File: src/rtl/param_delta_sequencer.sv
// param_delta_sequencer: per-pixel microphone delay indices from a programmable
// squared-radius threshold table, one mic per cycle through a 3-stage pipeline.
module param_delta_sequencer #(
    parameter int MIC_ROWS   = 4,
    parameter int MIC_COLS   = 4,
    parameter int MIC_PITCH  = 80,
    parameter int COORD_W    = 10,
    parameter int N_THR      = 32,
    parameter int DELTA_W    = 8,
    parameter int DELTA_BASE = 147,
    parameter int R2_W       = 2*(COORD_W+1)+1
) (
    input  logic                               i_clk,
    input  logic                               i_rst_n,
    input  logic                               i_valid,
    output logic                               o_ready,
    input  logic signed [COORD_W-1:0]          i_p_x,
    input  logic signed [COORD_W-1:0]          i_p_y,
    output logic                               o_valid,
    input  logic                               i_ready,
    output logic [MIC_ROWS*MIC_COLS*DELTA_W-1:0] o_delta,
    input  logic                               i_thr_we,
    input  logic [$clog2(N_THR)-1:0]           i_thr_addr,
    input  logic [R2_W-1:0]                    i_thr_data
);
    localparam int N_MIC  = MIC_ROWS*MIC_COLS;
    localparam int MW     = N_MIC > 1 ? $clog2(N_MIC) : 1;
    localparam int IW     = $clog2(N_MIC+1);
    localparam int RW     = COORD_W+1;
    localparam int HALF_X = (MIC_COLS-1)*MIC_PITCH/2;
    localparam int HALF_Y = (MIC_ROWS-1)*MIC_PITCH/2;

    typedef enum logic [1:0] {IDLE, COMPUTE, DONE} state_t;

    state_t                   state;
    logic signed [COORD_W-1:0] px, py;
    logic [IW-1:0]            iss;
    logic                     v0, v1, v2, issue;
    logic [MW-1:0]            m0, m1, m2;
    logic signed [RW-1:0]     rx, ry, rx_n, ry_n;
    logic signed [2*RW-1:0]   ex, ey;
    logic [R2_W-1:0]          r2, r2_n;
    logic [R2_W-1:0]          thr [N_THR];
    logic [DELTA_W-1:0]       delta_n;
    int                       cnt;

    always_comb begin
        issue = state == COMPUTE && int'(iss) < N_MIC;
        rx_n = RW'(px) + RW'(HALF_X - (int'(iss) % MIC_COLS) * MIC_PITCH);
        ry_n = RW'(py) + RW'(HALF_Y - (int'(iss) / MIC_COLS) * MIC_PITCH);
        ex = (2*RW)'(rx);
        ey = (2*RW)'(ry);
        r2_n = {1'b0, ex*ex} + {1'b0, ey*ey};
        cnt = 0;
        for (int k = 0; k < N_THR; k++) cnt = cnt + (r2 > thr[k] ? 1 : 0);
        delta_n = DELTA_W'(DELTA_BASE + cnt);
    end

    always_ff @(posedge i_clk or negedge i_rst_n) begin
        if (!i_rst_n) begin
            state   <= IDLE;
            o_ready <= 1'b1;
            o_valid <= 1'b0;
            o_delta <= '0;
            px      <= '0;
            py      <= '0;
            iss     <= '0;
            v0      <= 1'b0;
            v1      <= 1'b0;
            v2      <= 1'b0;
            m0      <= '0;
            m1      <= '0;
            m2      <= '0;
            rx      <= '0;
            ry      <= '0;
            r2      <= '0;
            for (int k = 0; k < N_THR; k++) thr[k] <= '1;
        end else begin
            // table is frozen outside IDLE so an in-flight pixel sees one consistent table
            if (state == IDLE && i_thr_we && int'(i_thr_addr) < N_THR) thr[i_thr_addr] <= i_thr_data;
            v0 <= issue;
            v1 <= v0;
            v2 <= v1;
            if (issue) begin
                rx  <= rx_n;
                ry  <= ry_n;
                m0  <= MW'(iss);
                iss <= iss + 1'b1;
            end
            if (v0) begin
                r2 <= r2_n;
                m1 <= m0;
            end
            if (v1) begin
                o_delta[m1*DELTA_W +: DELTA_W] <= delta_n;
                m2 <= m1;
            end
            case (state)
                IDLE: if (i_valid) begin
                    px      <= i_p_x;
                    py      <= i_p_y;
                    iss     <= '0;
                    state   <= COMPUTE;
                    o_ready <= 1'b0;
                end
                COMPUTE: if (v2 && int'(m2) == N_MIC-1) begin
                    state   <= DONE;
                    o_valid <= 1'b1;
                end
                DONE: if (i_ready) begin
                    state   <= IDLE;
                    o_valid <= 1'b0;
                    o_ready <= 1'b1;
                end
                default: state <= IDLE;
            endcase
        end
    end
endmodule

File: config.mk
export PLATFORM = sky130hd
export DESIGN_NAME = param_delta_sequencer
export DESIGN_NICKNAME = d
export VERILOG_FILES = /design/src/rtl/param_delta_sequencer.sv
export SDC_FILE = /design/constraint.sdc
export NUM_CORES = 2
export LEC_CHECK = 0
export BUFFER_PORTS_ARGS = -buffer_cell sky130_fd_sc_hd__buf_2
export CORE_MARGIN = 8
export CORE_UTILIZATION = 45
export CTS_BUF_LIST = sky130_fd_sc_hd__clkbuf_4 sky130_fd_sc_hd__clkbuf_8 sky130_fd_sc_hd__clkbuf_16
export DETAILED_ROUTE_END_ITERATION = 6
export GPL_TIMING_DRIVEN = 1
export SYNTH_ARGS = -nofsm -noshare
export SYNTH_HDL_FRONTEND = slang
export SYNTH_SLANG_ARGS = --single-unit
File: constraint.sdc
create_clock -name i_clk -period 8.35 [get_ports i_clk]
set_input_delay 2.505 -clock i_clk [delete_from_list [all_inputs] [get_ports i_clk]]
set_output_delay 2.505 -clock i_clk [all_outputs]
set_load 0.02 [all_outputs]
==> flow_summary.json <==
{
  "clk_pin_slew_worst_paths_ps": 60,
  "relSlewSlack_pct": 16.4,
  "clock_skew_ps": 41.6,
  "fill_cells": 13123,
  "hold_viol_final": 0,
  "finalInstanceArea_um2": 71600,
  "wl_per_cell_um": 20.8,
  "end_kind": "flip-flop",
  "wl_um": 180000,
  "area_growth_pct": 10.9,
  "cts_buffers": 106,
  "startpoint": "r2[1]",
  "pre_cts_slack_ps": 646,
  "r2r_end": "o_delta[52]",
  "num_vias": 46304,
  "synth_cells": 6473,
  "ys_types": 82,
  "ys_ff_latch": 937,
  "syn-cell-area_um2": 64600,
  "grt_pass1_wl_um": 280000,
  "r2r-start": "r2[1]",
  "drt_iter0_markers": 2672,
  "drtPass1Iterations": 5,
  "die_w_um": 395,
  "gr-usage-all-layers_pct": 22.8,
  "min_path_cells": 1,
  "antenna_found_initial": 5,
  "clock_sinks": 937,
  "dpl_cell_area_um2": 67900,
  "drv_cap": 0,
  "setup_slack_ps": 566,
  "ant_nets": 0,
  "synth_top_area_share_pct": 30.0,
  "crit_fanout": 16,
  "core_um2": 143000,
  "ys_seq_area_share_pct": 37.7,
  "ctsLongestPathBuffers": 3,
  "setup_viol": 0,
  "synth_edf_count": 0,
  "worstHoldPathType": "reg2reg",
  "seq_area_um2": 24400,
  "tritoncts": "done",
  "grt_max_degree": 155,
  "routed.top_layer": "met4",
  "hpwlAfterDp_um": 121000,
  "start_util_pct": 45.1,
  "num_io_pins": 183,
  "cts_root_buf": "clkbuf_16",
  "status": "finished clean",
  "cp.arrival_ps": 8430,
  "post_route_cells_drive_above_1_share_pct": 25.5,
  "wl_met3_um": 9680,
  "die_h_um": 395,
  "synth_area_leaders": "dfstp_2, ha_1, dfrtp_1",
  "postSynth.asyncResetShare_pct": 100,
  "r2r_slack_ps": 570,
  "grt_pass1_vias": 47243,
  "yosysWarningCount": 0,
  "vias_per_cell": 5.36,
  "wl_met1_um": 82100,
  "post_cts_buffers": 0,
  "worstSetupPathType": "reg2reg",
  "fin_tns_setup_ps": 0,
  "routabilityCongestion": 0.870,
  "critical_path.startpoint_type": "flip-flop",
  "grt_remaining_overflow": 0,
  "ctsResizeCount": 0,
  "whs_endpoint": "o_delta[31]",
  "multi_input_area_um2": 35500,
  "synth_area_leader_cell": "dfstp_2",
  "dieArea_um2": 156000,
  "io_buffer_count": 166,
  "nNetsFinal": 7804,
  "ctsHtreeMaxLevel": 3,
  "fin_crit_sh_pct": 93.2,
  "route.met2.wl_um": 82300,
  "slew_viol_final": 0,
  "cts_hold_buf": 0,
  "clock_latency_ps": 750,
  "timing.fmax_ghz": 0.128,
  "rows": 139,
  "min-delay-start": "o_delta[31]",
  "reg2reg_depth": 23,
  "synth_ff_type": "dfstp_2",
  "cp_data_required_time_ps": 9000,
  "layout_min_cycle_time_ps": 7780,
  "grt_setup_unrepaired": "no",
  "max_slew.worst_pin.slew_ps": 1250,
  "route.detailed.drc": 0,
  "syn_area_per_cell_um2": 9.98
}
[metal layers]
layer  vias to the layer above  track usage, %
met5                         -               0
li1                      22121               -
met2                       959            37.2
met1                     22946            31.4
met3                       278            3.78
met4                         0            6.32
[synth_stat cells (8+ instances only)]
cell,number
ha_1,877
o211ai_1,26
nand3_1,77
buf_4,16
nand2b_1,44
clkbuf_1,173
buf_2,59
nor4_1,12
a21o_1,165
a21oi_1,201
inv_1,1016
xnor2_1,59
fa_1,238
or3_1,11
o21ai_0,620
o31ai_1,46
nor3_1,61
nand4_1,151
and4_1,9
nor2_1,157
mux2_2,419
nand2_1,637
nor2b_1,80
xor2_1,21
nor2_2,8
o21bai_1,12
o21a_1,83
a221oi_1,10
a211o_1,8
or2_2,14
a211oi_1,24
and2_1,81
dfrtp_1,200
a31oi_1,12
dfstp_2,737
[worst max path at each step]
stage | slack (ps) | depth (start not counted) | to
detailed placement | 650 | 23 | o_delta[52]
floorplan | 1000 | 22 | o_delta[108]
global route | 180 | 23 | o_delta[36]
CTS | 640 | 23 | o_delta[52]
global placement | 720 | 21 | r2[20]
finish | 570 | 23 | o_delta[52]
[placed cells by master (no fill, tap or decap), drive strengths merged, types with 21 or more instances in the layout]
master and n:
a211oi 25, a21o 165, a21oi 202, and2 82, buf 292, clkbuf 153, clkinv 31, dfrtp 200
dfstp 737, fa 238, ha 877, inv 1020, mux2 420, nand2 637, nand2b 44, nand3 77
nand4 151, nor2 165, nor2b 80, nor3 61, o211ai 26, o21a 83, o21ai 623, o31ai 46
xnor2 59, xor2 21
[cell families after synthesis]
kind of cell | count (synthesis) | synth area share, %
AOI/OAI and AO/OA | 1269 | 11.7
xor gates and xnor gates | 80 | 1.08
adders and majority gates | 1115 | 24.4
buffers and inverters | 1269 | 7.58
DFF | 937 | 37.7
muxes | 427 | 7.43
other | 1 | 0.00580
and+or+nand+nor | 1375 | 10.1
[metrics by stage]
| stage | util [%] | hold WS (ps) | cells |
|---|---|---|---|
| floorplan | - | 352 | 6488 |
| global placement | 47.5 | 445 | 8431 |
| detailed placement | 47.5 | 447 | 8431 |
| CTS | 50.0 | 467 | 8629 |
| global route | 50.0 | 484 | 8629 |
| finish | 50.1 | 462 | 8631 |
[flip-flops by register name, summed over array words and instances (netlist names)]
register  cells
iss           5
thr         736
state         2
px           10
ry           11
m0            4
m2            4
r2           23
rx           11
o_ready       1
py           10
o_delta     112
o_valid       1
v1            1
v0            1
m1            4
v2            1
[final cells by class]
type	count	area share, %
timing repair buffer	292	2.62
clock inverter	45	0.786
multi-input combinational	4282	49.5
inverter	1017	5.33
tap	1903	3.32
sequential	937	34.1
clock buffer	153	4.39
antenna	2	0.00699
[critical path: stages, from the launching register on]
cell and delay (ps):
dfrtp_2 660, buf_4 300, ha_1 270, nor2b_1 140, o21a_1 160, o21a_1 170
o211ai_1 150, a31oi_1 100, o21a_1 190, o21ai_0 420, fa_1 530, fa_1 580
fa_1 470, fa_1 760, fa_1 490, fa_1 520, fa_1 500, fa_1 420
inv_1 80, a21o_1 110, a21oi_1 90, xnor2_2 170, buf_12 160, o31ai_1 240
Power is not shown: default switching activity piles up to over one toggle a cycle in this logic, so the estimate is an artifact.
